==> src/rtl/fetch_if.sv <==
// Fetch stage bus bundle: redirect port, instruction-memory req/ack bus and
// the valid/ready instruction handshake towards decode.
//   master : the fetch stage (drives imem request and decode outputs)
//   slave  : the environment (memory, decode, redirect source)
interface fetch_if;
  localparam int unsigned XW = 32;

  logic          redirect_i;
  logic [XW-1:0] redirect_pc_i;
  logic          imem_req_o;
  logic [XW-1:0] imem_addr_o;
  logic          imem_ack_i;
  logic [XW-1:0] imem_data_i;
  logic [XW-1:0] ir_o;
  logic [XW-1:0] pc_o;
  logic [XW-1:0] pc_plus4_o;
  logic          valid_o;
  logic          ready_i;

  modport master (
    input  redirect_i, redirect_pc_i, imem_ack_i, imem_data_i, ready_i,
    output imem_req_o, imem_addr_o, ir_o, pc_o, pc_plus4_o, valid_o
  );

  modport slave (
    output redirect_i, redirect_pc_i, imem_ack_i, imem_data_i, ready_i,
    input  imem_req_o, imem_addr_o, ir_o, pc_o, pc_plus4_o, valid_o
  );
endinterface

==> src/rtl/fetch.sv <==
// Instruction fetch stage.
// Holds the PC, issues word reads over a req/ack bus and presents the fetched
// word with its PC to decode over valid/ready. A redirect reloads the PC and
// discards any in-flight or held instruction.
// Ports:
//   clk_i  : clock, rising edge
//   rst_i  : synchronous active-high reset
//   bus    : fetch_if.master (redirect, imem req/addr/ack/data,
//            ir/pc/pc_plus4/valid/ready)
module fetch #(
  parameter logic [31:0] RESET_PC = 32'h0000_0000
) (
  input  logic     clk_i,
  input  logic     rst_i,
  fetch_if.master  bus
);
  localparam int unsigned XW = 32;

  typedef enum logic [1:0] {IDLE, FETCH, DRAIN, HOLD} state_e;

  state_e        state_q;
  logic [XW-1:0] pc_q;
  logic [XW-1:0] addr_q;
  logic [XW-1:0] ir_q;
  logic [XW-1:0] pco_q;
  logic [XW-1:0] pc4_q;
  logic          valid_q;
  logic          req_q;

  logic [XW-1:0] tgt_c;
  logic [XW-1:0] addr_inc_c;

  // Redirect target forced word-aligned; increment wraps naturally at 32 bits.
  assign tgt_c      = bus.redirect_pc_i & ~XW'(3);
  assign addr_inc_c = addr_q + XW'(4);

  // Control and datapath registers.
  always_ff @(posedge clk_i) begin
    if (rst_i) begin
      state_q <= IDLE;
      pc_q    <= RESET_PC;
      addr_q  <= RESET_PC;
      ir_q    <= '0;
      pco_q   <= '0;
      pc4_q   <= XW'(4);
      valid_q <= 1'b0;
      req_q   <= 1'b0;
    end else begin
      unique case (state_q)
        IDLE: begin
          state_q <= FETCH;
          addr_q  <= pc_q;
          req_q   <= 1'b1;
        end
        FETCH: begin
          if (bus.imem_ack_i && !bus.redirect_i) begin
            ir_q    <= bus.imem_data_i;
            pco_q   <= addr_q;
            pc4_q   <= addr_inc_c;
            pc_q    <= addr_inc_c;
            valid_q <= 1'b1;
            req_q   <= 1'b0;
            state_q <= HOLD;
          end else if (bus.imem_ack_i) begin
            // Acked word belongs to the old path; refetch at target next cycle.
            pc_q   <= tgt_c;
            addr_q <= tgt_c;
          end else if (bus.redirect_i) begin
            // Request must stay stable until acked; drain it first.
            pc_q    <= tgt_c;
            state_q <= DRAIN;
          end
        end
        DRAIN: begin
          if (bus.redirect_i) begin
            pc_q <= tgt_c;
          end
          if (bus.imem_ack_i) begin
            addr_q  <= bus.redirect_i ? tgt_c : pc_q;
            state_q <= FETCH;
          end
        end
        HOLD: begin
          if (bus.redirect_i) begin
            valid_q <= 1'b0;
            pc_q    <= tgt_c;
            addr_q  <= tgt_c;
            req_q   <= 1'b1;
            state_q <= FETCH;
          end else if (bus.ready_i) begin
            valid_q <= 1'b0;
            addr_q  <= pc_q;
            req_q   <= 1'b1;
            state_q <= FETCH;
          end
        end
        default: state_q <= IDLE;
      endcase
    end
  end

  assign bus.imem_req_o  = req_q;
  assign bus.imem_addr_o = addr_q;
  assign bus.ir_o        = ir_q;
  assign bus.pc_o        = pco_q;
  assign bus.pc_plus4_o  = pc4_q;
  assign bus.valid_o     = valid_q;
endmodule
==> src/flat_wrapper.sv <==
// flat-port wrapper written by rule: the top's interface ports become plain ports
module fetch_flat 
#(
  parameter logic [31:0] RESET_PC = 32'h0000_0000
)
  (clk_i, rst_i, bus_redirect_i, bus_redirect_pc_i, bus_imem_ack_i, bus_imem_data_i, bus_ready_i, bus_imem_req_o, bus_imem_addr_o, bus_ir_o, bus_pc_o, bus_pc_plus4_o, bus_valid_o);
  fetch_if bus_i ();
  input  logic clk_i;
  input  logic rst_i;
  input wire logic [$bits(bus_i.redirect_i)-1:0] bus_redirect_i;
  input wire logic [$bits(bus_i.redirect_pc_i)-1:0] bus_redirect_pc_i;
  input wire logic [$bits(bus_i.imem_ack_i)-1:0] bus_imem_ack_i;
  input wire logic [$bits(bus_i.imem_data_i)-1:0] bus_imem_data_i;
  input wire logic [$bits(bus_i.ready_i)-1:0] bus_ready_i;
  output wire logic [$bits(bus_i.imem_req_o)-1:0] bus_imem_req_o;
  output wire logic [$bits(bus_i.imem_addr_o)-1:0] bus_imem_addr_o;
  output wire logic [$bits(bus_i.ir_o)-1:0] bus_ir_o;
  output wire logic [$bits(bus_i.pc_o)-1:0] bus_pc_o;
  output wire logic [$bits(bus_i.pc_plus4_o)-1:0] bus_pc_plus4_o;
  output wire logic [$bits(bus_i.valid_o)-1:0] bus_valid_o;
  assign bus_i.redirect_i = bus_redirect_i;
  assign bus_i.redirect_pc_i = bus_redirect_pc_i;
  assign bus_i.imem_ack_i = bus_imem_ack_i;
  assign bus_i.imem_data_i = bus_imem_data_i;
  assign bus_i.ready_i = bus_ready_i;
  assign bus_imem_req_o = bus_i.imem_req_o;
  assign bus_imem_addr_o = bus_i.imem_addr_o;
  assign bus_ir_o = bus_i.ir_o;
  assign bus_pc_o = bus_i.pc_o;
  assign bus_pc_plus4_o = bus_i.pc_plus4_o;
  assign bus_valid_o = bus_i.valid_o;
  fetch #(.RESET_PC(RESET_PC)) u_core (.clk_i(clk_i), .rst_i(rst_i), .bus(bus_i));
endmodule
==> config.mk <==
export PLATFORM = sky130hd
export DESIGN_NAME = fetch_flat
export DESIGN_NICKNAME = d
export VERILOG_FILES = /design/src/rtl/fetch_if.sv /design/src/rtl/fetch.sv /design/src/flat_wrapper.sv
export SDC_FILE = /design/constraint.sdc
export NUM_CORES = 1
export LEC_CHECK = 0
export CAP_MARGIN = 20
export CORE_ASPECT_RATIO = 2
export CORE_UTILIZATION = 49
export DETAILED_ROUTE_END_ITERATION = 12
export GPL_ROUTABILITY_DRIVEN = 0
export PLACE_DENSITY = 0.84
export SLEW_MARGIN = 20
export SYNTH_ARGS = -nofsm -noshare
export SYNTH_HDL_FRONTEND = slang
export SYNTH_SLANG_ARGS = --single-unit
==> constraint.sdc <==
create_clock -name clk_i -period 2.1 [get_ports clk_i]
set_input_delay 0.525 -clock clk_i [delete_from_list [all_inputs] [get_ports clk_i]]
set_output_delay 0.525 -clock clk_i [all_outputs]
set_load 0.05 [all_outputs]
==> impl_metrics.tcl <==
set metrics [dict create \
    h-tree-depth 4 \
    drc_errors 0 \
    clock_skew_ns 0.0121 \
    status "finished clean" \
    cp.required_ns 1.57 \
    ys_ff_latch 162 \
    synth.distinct_cells 54 \
    synth_area_leaders "dfxtp_1 44%, nand2_1 8.2%, a21oi_1 7.6%" \
    wl_um 22900 \
    syn_area_um2 7300 \
    dieArea_um2 15400 \
    stdcell_count 1321 \
    total_power_uw 8520 \
    synth_fa_ha_area_share_pct 0.171 \
    core.rowCount 62 \
    clkSinkCount 162 \
    comb_power_share_pct 23.6 \
    start_util_pct 50.6 \
    nNetsFinal 1186 \
    cp_max_fo 2 \
    post-synth-top-area-fraction_pct 44.4 \
    ant_nets 0 \
    tritoncts "built" \
    drtPass1Iterations 6 \
    synth_top_area_cell "dfxtp_1" \
    synth_xor_xnor_area_share_pct 3.00 \
    crit_chain "clkdlybuf4s50_1" \
    p_leak_uw 0.00488 \
    antennaDiodeCount 0 \
    slowest_delay_ns 0.80 \
    critical_path.slowest_cell "clkdlybuf4s50_1" \
    final_core_util_pct 71.8 \
    crit_family "buffers and inverters" \
    antenna_found_initial 0 \
    grt_overflow 0 \
    synth_top_family_by_area "compound AO/OA/AOI/OAI gates" \
    maxSlewHeadroom_pct 64.7 \
    p_seq_share_pct 40.2 \
    root_buffer "clkbuf_16" \
    fmax_mhz 482 \
    p_clk_share_pct 36.2 \
    p_switching_uw 2680 \
    via_per_inst 5.62 \
    yosys.area_share.simple_pct 21.4 \
    synth_nets 988 \
    rsz0062_at_grt "false" \
    power.internal_uw 5840 \
    fin_crit_ns 2.08 \
    drt-wirelength-per-cell_um 17.3 \
    port-buffer-count 196 \
    cts.path.max_buffers 2 \
    area_delta_synth_final_pct 41.9 \
    grt_max_degree 100 \
    arrival_ns 1.55 \
    ir_drop_mv 0.642 \
    worst_slew_pin_slew_ns 0.528 \
    seq_area_frac_synth_pct 44.4 \
    cap_violations 0 \
    synth.most_common_cell "dfxtp_1" \
    async_reset_ff_share_pct 0 \
    syn_area_per_cell_um2 7.95 \
    initialDrtViolationCount 514 \
    synth_compound_area_share_pct 21.4 \
    crit_path_start_kind "flop" \
    yosysWarnings 0 \
    coreArea_um2 14400 \
    grt_pass1_wl_um 35700 \
    synth_ff_type "dfxtp_1" \
    cts.clk_slew.worst_paths_ns 0.06 \
    dp_cells 1289 \
    sw_frac_of_total_pct 31.5 \
    drv_slew 0 \
    holdBufCountCts 0 \
    die_x_um 88.3 \
    end_kind "output pin" \
    finalCritPeriodShare_pct 98.8 \
    crit_buf_inv 1 \
    syn_inst 918 \
    routed-via-count 7425 \
    synth-edff-count 0 \
    power.density_nw_per_um2 823 \
    hold_violations 0 \
    numCtsBuffers 17 \
    layout-drive-gt1-share_pct 15.6 \
    crit_type "reg -> out" \
    dp_hpwl_um 16000 \
    post-cts-setup-buffers 0 \
    holdCritPathClass "reg -> reg" \
    fp.dieH_um 175 \
    synth_commonest_cells "162 x dfxtp_1, 159 x nand2_1, 112 x nor2_1, 111 x a21oi_1, 58 x clkbuf_1" \
    setup_viol 0 \
    io-pin-count 199 \
    insertion_delay_ns 0.43 \
    grt.total_usage_pct 29.9 \
    synthMuxAreaShare_pct 4.60 \
    grt_pass1_vias 7209 \
]
-- power groups by stage --
stage	sequential [µW]	combinational, µW	clock [µW]
final	3430	2010	3080
after CTS	3420	2000	3110
after global placement	3480	1980	0
after floorplan	3970	757	0
after detailed placement	3490	2000	0
after global routing	3450	2140	3250
-- metal layers --
metal | wire length, µm | global-route usage, % | vias up
li1 | - | - | 3586
met1 | 8040 | 29.9 | 3448
met2 | 12300 | 54.5 | 302
met3 | 1150 | 5.15 | 89
met4 | 1390 | 19.6 | 0
met5 | 0 | 0 | -
-- worst paths after layout --
path                                       endpoint  cells after the start                      start  slack, ns
worst max-delay path                   bus_pc_o[27]                      1        u_core.bus.pc_o[27]       0.02
worst min-delay path            u_core.bus.ir_o[15]                      2        u_core.bus.ir_o[15]       0.45
worst max register to register      u_core.pc_q[20]                      6  u_core.bus.imem_addr_o[2]       0.06
worst min register to register  u_core.bus.ir_o[15]                      2        u_core.bus.ir_o[15]       0.45
-- cells by family (layout without fill, tap and decap cells) --
group / Yosys count / count (layout)
and+or+nand+nor: 355 / 355
muxes: 33 / 33
buffers and inverters: 85 / 296
AOI/OAI and AO/OA: 257 / 257
xor gates and xnor gates: 25 / 25
DFF: 162 / 162
adders and majority gates: 1 / 1
-- state kept, by name (all words and copies together) (netlist names) --
name and flops:
u_core.bus.imem_addr_o 32, u_core.bus.imem_req_o 1, u_core.bus.ir_o 32, u_core.bus.pc_o 32
u_core.bus.pc_plus4_o 30, u_core.bus.valid_o 1, u_core.pc_q 32, u_core.state_q 2
-- repair_timing --
action,CTS,global route
gates cloned,0,0
setup endpoints to repair,35,53
gates resized for setup,35,50
-- layout by cell type (no fill, tap or decap), types with 6 or more instances in the layout --
cell and instances:
nand2_1 158, dfxtp_1 149, nor2_1 111, a21oi_1 110, buf_4 103, clkdlybuf4s50_1 65, a211oi_1 55, dlymetal6s2s_1 48
o21ai_0 44, dlygate4sd2_1 35, mux2i_1 29, xor2_1 19, o21a_1 19, clkbuf_16 18, nand3_1 15, nor3_1 15
dfxtp_2 11, buf_12 9, nand2b_1 8, nand4_1 7, and3_1 6, xnor2_1 6
-- stage by stage --
stage	worst slack, ns	instance area (µm²)	hold slack [ns]	setup TNS [ns]
global route	0.00342	10400	0.466	0
global placement	-0.112	9680	0.441	-8.72
detailed placement	-0.171	9680	0.446	-11.36
floorplan	0.0535	7320	0.459	0
CTS	0.000234	10200	0.454	0
finish	0.0249	10400	0.449	0
-- area by class of cell --
cell class / count / area (µm²)
Fill cell: 1148 / 4080
Multi-Input combinational cell: 671 / 3730
Sequential cell: 162 / 3260
Timing Repair Buffer: 261 / 2520
Clock buffer: 23 / 499
Tap cell: 192 / 240
Clock inverter: 9 / 93.8
Inverter: 3 / 11.3
No activity file was read; power rests on OpenSTA's default activity.
